--- src/rtl/store_rmw_unit_pkg.sv ---
// Shared types for the store read-modify-write path: splice codes, FSM states,
// exception causes and the latched store request payload.
package store_rmw_unit_pkg;

  localparam int unsigned DW    = 64;
  localparam int unsigned OFF_W = 3;

  typedef enum logic [1:0] {
    SPL_SD = 2'd0,
    SPL_SW = 2'd1,
    SPL_SH = 2'd2,
    SPL_SB = 2'd3
  } splice_store;

  typedef enum logic [2:0] {
    ST_IDLE,
    ST_READ,
    ST_WAIT,
    ST_MERGE,
    ST_WRITE,
    ST_DONE,
    ST_ERR
  } store_rmw_state;

  typedef enum logic [1:0] {
    _CAUSE_NONE,
    _CAUSE_MISALIGNED_LD,
    _CAUSE_MISALIGNED_ST
  } mux_Cause;

  // Store request as held for the whole operation; the dword index lives in mem_addr.
  typedef struct packed {
    splice_store      op;
    logic [OFF_W-1:0] off;
    logic [DW-1:0]    data;
  } store_req_t;

  // Lane footprint of a store, one bit per byte starting at offset 0.
  function automatic logic [7:0] lane_size_mask(input splice_store op);
    case (op)
      SPL_SD:  return 8'hFF;
      SPL_SW:  return 8'h0F;
      SPL_SH:  return 8'h03;
      default: return 8'h01;
    endcase
  endfunction

endpackage

--- src/rtl/store_rmw_unit_lane_merge.sv ---
// Combinational lane splice: replaces the addressed byte lane of a doubleword
// with the low bytes of the source register and flags misaligned requests.
module store_lane_merge
  import store_rmw_unit_pkg::*;
(
  input  logic [DW-1:0]    old_dw,
  input  logic [DW-1:0]    new_dw,
  input  splice_store      op,
  input  logic [OFF_W-1:0] off,
  output logic [DW-1:0]    merged_c,
  output logic             misaligned_c
);

  logic [7:0]    byte_en;
  logic [DW-1:0] bit_en;
  logic [DW-1:0] shifted;

  always_comb begin
    misaligned_c = 1'b0;
    bit_en       = '0;
    case (op)
      SPL_SD:  misaligned_c = (off != 3'd0);
      SPL_SW:  misaligned_c = (off[1:0] != 2'd0);
      SPL_SH:  misaligned_c = off[0];
      default: misaligned_c = 1'b0;
    endcase
    // Aligned requests never carry the mask past byte 7.
    byte_en = lane_size_mask(op) << off;
    for (int k = 0; k < 8; k++) begin
      bit_en[8*k +: 8] = {8{byte_en[k]}};
    end
    shifted  = new_dw << {off, 3'b000};
    merged_c = (old_dw & ~bit_en) | (shifted & bit_en);
  end

endmodule

--- src/rtl/store_rmw_unit.sv ---
// Sequential store engine for the 64-bit data memory: full doubleword stores
// write directly, narrower stores read the word, splice the lane and write back.
module store_rmw_unit
  import store_rmw_unit_pkg::*;
#(
  parameter int unsigned ADDR_W     = 64,
  parameter int unsigned RD_LATENCY = 1
) (
  input  logic              clk,
  input  logic              reset_n,
  input  logic              start,
  input  logic [1:0]        store_op,
  input  logic [ADDR_W-1:0] addr,
  input  logic [63:0]       wdata,
  output logic              busy,
  output logic              done,
  output logic              misaligned,
  output logic [ADDR_W-4:0] mem_addr,
  output logic              mem_re,
  input  logic [63:0]       mem_rdata,
  output logic              mem_we,
  output logic [63:0]       mem_wdata
);

  localparam int unsigned IDX_W = ADDR_W - 3;
  localparam int unsigned CNT_W = $clog2(RD_LATENCY + 1);
  localparam logic [CNT_W-1:0] CNT_LAST = CNT_W'(RD_LATENCY - 1);

  store_rmw_state   state_q, state_n;
  store_req_t       req_q, req_n;
  logic [DW-1:0]    rdata_q, rdata_n;
  logic [CNT_W-1:0] cnt_q, cnt_n;

  logic             busy_n, done_n, misaligned_n, mem_re_n, mem_we_n;
  logic [IDX_W-1:0] mem_addr_n;
  logic [DW-1:0]    mem_wdata_n;

  logic             idle;
  splice_store      mrg_op;
  logic [OFF_W-1:0] mrg_off;
  logic [DW-1:0]    mrg_new;
  logic [DW-1:0]    merged_c;
  logic             misaligned_c;

  // In IDLE the splicer checks the incoming request; afterwards it works on the latched one.
  always_comb begin
    idle    = (state_q == ST_IDLE);
    mrg_op  = idle ? splice_store'(store_op) : req_q.op;
    mrg_off = idle ? addr[2:0] : req_q.off;
    mrg_new = idle ? wdata : req_q.data;
  end

  store_lane_merge u_lane_merge (
    .old_dw       (rdata_q),
    .new_dw       (mrg_new),
    .op           (mrg_op),
    .off          (mrg_off),
    .merged_c     (merged_c),
    .misaligned_c (misaligned_c)
  );

  always_ff @(posedge clk or negedge reset_n) begin
    if (!reset_n) begin
      state_q    <= ST_IDLE;
      req_q      <= '0;
      rdata_q    <= '0;
      cnt_q      <= '0;
      busy       <= 1'b0;
      done       <= 1'b0;
      misaligned <= 1'b0;
      mem_re     <= 1'b0;
      mem_we     <= 1'b0;
      mem_addr   <= '0;
      mem_wdata  <= '0;
    end else begin
      state_q    <= state_n;
      req_q      <= req_n;
      rdata_q    <= rdata_n;
      cnt_q      <= cnt_n;
      busy       <= busy_n;
      done       <= done_n;
      misaligned <= misaligned_n;
      mem_re     <= mem_re_n;
      mem_we     <= mem_we_n;
      mem_addr   <= mem_addr_n;
      mem_wdata  <= mem_wdata_n;
    end
  end

  // Strobes are registered, so each is raised on the transition into its state.
  always_comb begin
    state_n      = state_q;
    req_n        = req_q;
    rdata_n      = rdata_q;
    cnt_n        = cnt_q;
    done_n       = 1'b0;
    misaligned_n = 1'b0;
    mem_re_n     = 1'b0;
    mem_we_n     = 1'b0;
    mem_addr_n   = mem_addr;
    mem_wdata_n  = mem_wdata;

    case (state_q)
      ST_IDLE: begin
        if (start) begin
          req_n.op   = splice_store'(store_op);
          req_n.off  = addr[2:0];
          req_n.data = wdata;
          if (misaligned_c) begin
            state_n      = ST_ERR;
            misaligned_n = 1'b1;
          end else begin
            mem_addr_n = addr[ADDR_W-1:3];
            if (splice_store'(store_op) == SPL_SD) begin
              state_n     = ST_WRITE;
              mem_we_n    = 1'b1;
              mem_wdata_n = merged_c;
            end else begin
              state_n  = ST_READ;
              mem_re_n = 1'b1;
            end
          end
        end
      end
      ST_READ: begin
        state_n = ST_WAIT;
        cnt_n   = '0;
      end
      ST_WAIT: begin
        if (cnt_q == CNT_LAST) begin
          rdata_n = mem_rdata;
          state_n = ST_MERGE;
        end else begin
          cnt_n = cnt_q + CNT_W'(1);
        end
      end
      ST_MERGE: begin
        mem_wdata_n = merged_c;
        mem_we_n    = 1'b1;
        state_n     = ST_WRITE;
      end
      ST_WRITE: begin
        done_n  = 1'b1;
        state_n = ST_DONE;
      end
      ST_DONE: state_n = ST_IDLE;
      ST_ERR:  state_n = ST_IDLE;
      default: state_n = ST_IDLE;
    endcase

    busy_n = (state_n != ST_IDLE);
  end

endmodule

--- config.mk ---
export PLATFORM = sky130hd
export DESIGN_NAME = store_rmw_unit
export DESIGN_NICKNAME = d
export VERILOG_FILES = /design/src/rtl/store_rmw_unit_pkg.sv /design/src/rtl/store_rmw_unit_lane_merge.sv /design/src/rtl/store_rmw_unit.sv
export SDC_FILE = /design/constraint.sdc
export NUM_CORES = 1
export LEC_CHECK = 0
export CORE_MARGIN = 4
export CORE_UTILIZATION = 52
export CTS_BUF_LIST = sky130_fd_sc_hd__clkbuf_16
export CTS_CLUSTER_DIAMETER = 120
export DETAILED_ROUTE_END_ITERATION = 6
export DONT_BUFFER_PORTS = 1
export MAX_ROUTING_LAYER = met4
export PLACE_DENSITY = 0.67
export SLEW_MARGIN = 0
export SYNTH_ARGS = -nofsm -noshare
export SYNTH_HDL_FRONTEND = slang
export SYNTH_SLANG_ARGS = --single-unit
--- constraint.sdc ---
create_clock -name clk -period 3.1 [get_ports clk]
set_clock_uncertainty 0.15 [all_clocks]
set_input_delay 0.62 -clock clk [delete_from_list [all_inputs] [get_ports clk]]
set_output_delay 0.62 -clock clk [all_outputs]
set_load 0.01 [all_outputs]
==> run metrics <==
worst skew pair latency 0.58 ns; worst reg2reg path depth 6; worst hold slack -0.3998 ns; #FFs+latches synth 266; Non-Filler Instances 1,825; clock period minus worst slack 2.862 ns; Syn. warnings 0; Crit Path Max Fanout 70; syn_nets 1,606; CTS tree done; dpl ws 0.3419 ns; part of the Yosys area used for sequential elements 46.16%; CP startpoint kind flop; core box area 27,100 um^2; hold_buf cts 54; Final period util 92.33%; Fin Setup TNS 0 ns; Overall Power 19.95 mW; CTS Buffer Depth 3; Post-Synthesis Cells 1,409; synthesized area 14,420 um^2; Root Buffer clkbuf_16; Arrival @ worst endpoint 3.21 ns; final worst slack 0.2377 ns; CTS H-tree lvls 1; antenna violations before repair 2; post-synth cell types 66; Critical R2R Capture state_q[0]; Detailed Place HPWL 32.94 mm; initial DRC count 1,301; maximum VDD drop 0.6476 mV; # IOs 327; cell area power density 1224 nW/um^2; clk sinks 266; # setup viols final 0; share of layout cells above drive strength 1 17.85%; main flop type after synthesis dfrtp_1; pin count of the biggest net entering global routing 267; max-slew violations 0; # nets final 1,626; placed instance count 1,716; Worst EP required 3.45 ns; Die Ht 174.5 um; Reg clk slew, reported paths 0.06 ns; # rows 60; syn_area_per_cell 10.23 um^2; Fin. Hold Viols 266; 1st-pass router iterations 5; failing checks negative hold slack; transition time of the tightest slew-check pin 1.059 ns; first-pass GRT wire length 72.73 mm; RSZ-0062 raised after global routing no; worst reg2reg startpoint state_q[1]; GRT Util Overall 31.49%; DR vias/cell 6.321; max_cap viols 0; Setup Crit Path Kind reg -> reg; static leakage 7.209 nW; total number of vias 11,535; synth-to-layout area growth 13.09%; status complete, but fails checks; f_max 349.4 MHz; antenna-violating nets left 0; RD Place Congestion 0.9986; Inserted Clock Buffers 29; Post-synth EDFFs 0; total wire length 47.92 mm; vias in the first global route 11,865; area leader, netlist dfrtp_1; Synth area leaders dfrtp_1, mux2i_1, mux2_2, nand2_1, o21ai_0; I/O Buffers 0; Die W 174.5 um; # DRC 0; drt wl/cell 26.26 um; FF-to-FF setup slack 0.24 ns; worst rel slew slack 29.04%; Post-synth ARST share 100.0%; grt ovf 0; starting density of the core 53.20%; Worst setup EP type flop; die area 30,460 um^2; HP Class in -> async; post-CTS setup buffer count 0; top-area cell type share of the netlist area 46.16%
registers in the layout, summed over array words and instances, names as in the netlist:
name	cells
state_q	3
done	1
mem_we	1
busy	1
misaligned	1
mem_wdata	64
rdata_q	64
mem_addr	61
mem_re	1
req_q	69
layer usage:
layer	part of all wire, %	vias up	global-route usage (%)
met2	49	612	51.97
li1	-	5091	-
met5	0	-	-
met4	4.7	0	12.05
met3	8.9	139	6.851
met1	38	5693	38.10
per-stage QoR:
stage / instance area (um^2) / hold slack (ns) / util [%]
global placement: 14740 / 0.1901 / 54.40
CTS: 16300 / -0.4118 / 60.15
detailed placement: 14740 / 0.1868 / 54.40
global route: 16310 / -0.4140 / 60.17
floorplan: 14420 / 0.1744 / -
finish: 16310 / -0.3998 / 60.17
repair_timing:
action                                  4_1_cts  5_1_grt
gates resized for setup                       0        0
endpoints found under the setup margin        0        0
endpoints found under the hold margin       320      266
synthesized netlist by cell type (9+ instances only):
cell / n
clkbuf_1: 33
o221ai_1: 10
nor2_1: 18
o21a_1: 10
a211oi_1: 39
nor2b_1: 29
buf_4: 10
mux2_2: 120
o21ai_1: 21
buf_2: 58
a21oi_1: 59
mux2_1: 11
nand3_1: 37
a32o_1: 9
a2bb2oi_1: 12
o21ai_0: 62
mux2i_1: 148
nand2_1: 307
o22ai_1: 13
dfrtp_1: 266
mux4_2: 12
and3_1: 9
a31oi_1: 17
how the worst max path moves through the flow:
stage	cells past startpoint	startpoint	endpoint	slack (ns)
2_1_floorplan	8	addr[0]	mem_wdata[49]	0.74
3_3_place_gp	6	state_q[1]	state_q[0]	0.35
3_5_place_dp	6	state_q[1]	state_q[0]	0.34
4_1_cts	6	state_q[1]	state_q[0]	0.30
5_1_grt	6	state_q[1]	state_q[0]	0.14
6_report	6	state_q[1]	state_q[0]	0.24
area by class of cell:
cell class,instances,area [um^2]
fillers,2236,10800
multi-input cells,1025,7201
flip-flops and latches,266,6661
repair buffers,102,938.4
clock buffers,29,725.7
well taps,372,465.4
clock inverters,24,290.3
inverters,5,18.77
diodes,2,5.005
power by group:
part	internal [mW]	switching [mW]	leakage [nW]	total, mW
Combinational	3.95	5.12	3.46	9.06
Clock	2.21	1.49	0.502	3.70
Sequential	5.17	2.02	3.25	7.19
Total	11.3	8.62	7.21	20.0
cells by family (layout without fill, tap and decap cells):
logic type                Yosys count  in the layout  synth area share (%)
AOI/OAI and AO/OA                 300            300                 14.11
muxes                             293            293                 22.57
DFF                               266            266                 46.16
and+or+nand+nor                   431            431                 13.05
other                               0              2                     0
buffers and inverters             118            160                 4.044
xor gates and xnor gates            1              1               0.06075
critical path: stages (launching register included):
cell and delay (ns):
dfrtp_1 0.52, nor3_4 0.44, buf_4 0.42, nand2_2 0.13, buf_4 0.39, nor3_1 0.53, o21bai_1 0.18
placed cells by master (no fill, tap or decap), types with 4 or more instances in the layout:
cell,Yosys,final
a32o_1,9,9
and3_1,9,9
a211oi_1,39,39
mux2_1,11,11
a2bb2oi_1,12,12
or2_2,7,7
nand3_1,37,37
o21ai_0,62,62
dlygate4sd3_1,0,54
dfrtp_1,266,264
nand2_1,307,306
nor2_1,18,18
o21a_1,10,10
o21ai_1,21,21
a32oi_1,8,8
o22ai_1,13,13
inv_1,2,5
o211ai_1,8,8
a31oi_1,17,17
mux2i_1,148,148
mux4_2,12,12
buf_4,10,45
bufinv_16,0,6
a21oi_1,59,59
o221ai_1,10,10
clkinv_1,3,9
clkbuf_16,0,29
mux2_2,120,120
a22oi_1,4,4
a221o_1,8,8
nor2b_1,29,29
Note: power is estimated with default switching activity, not from simulation.
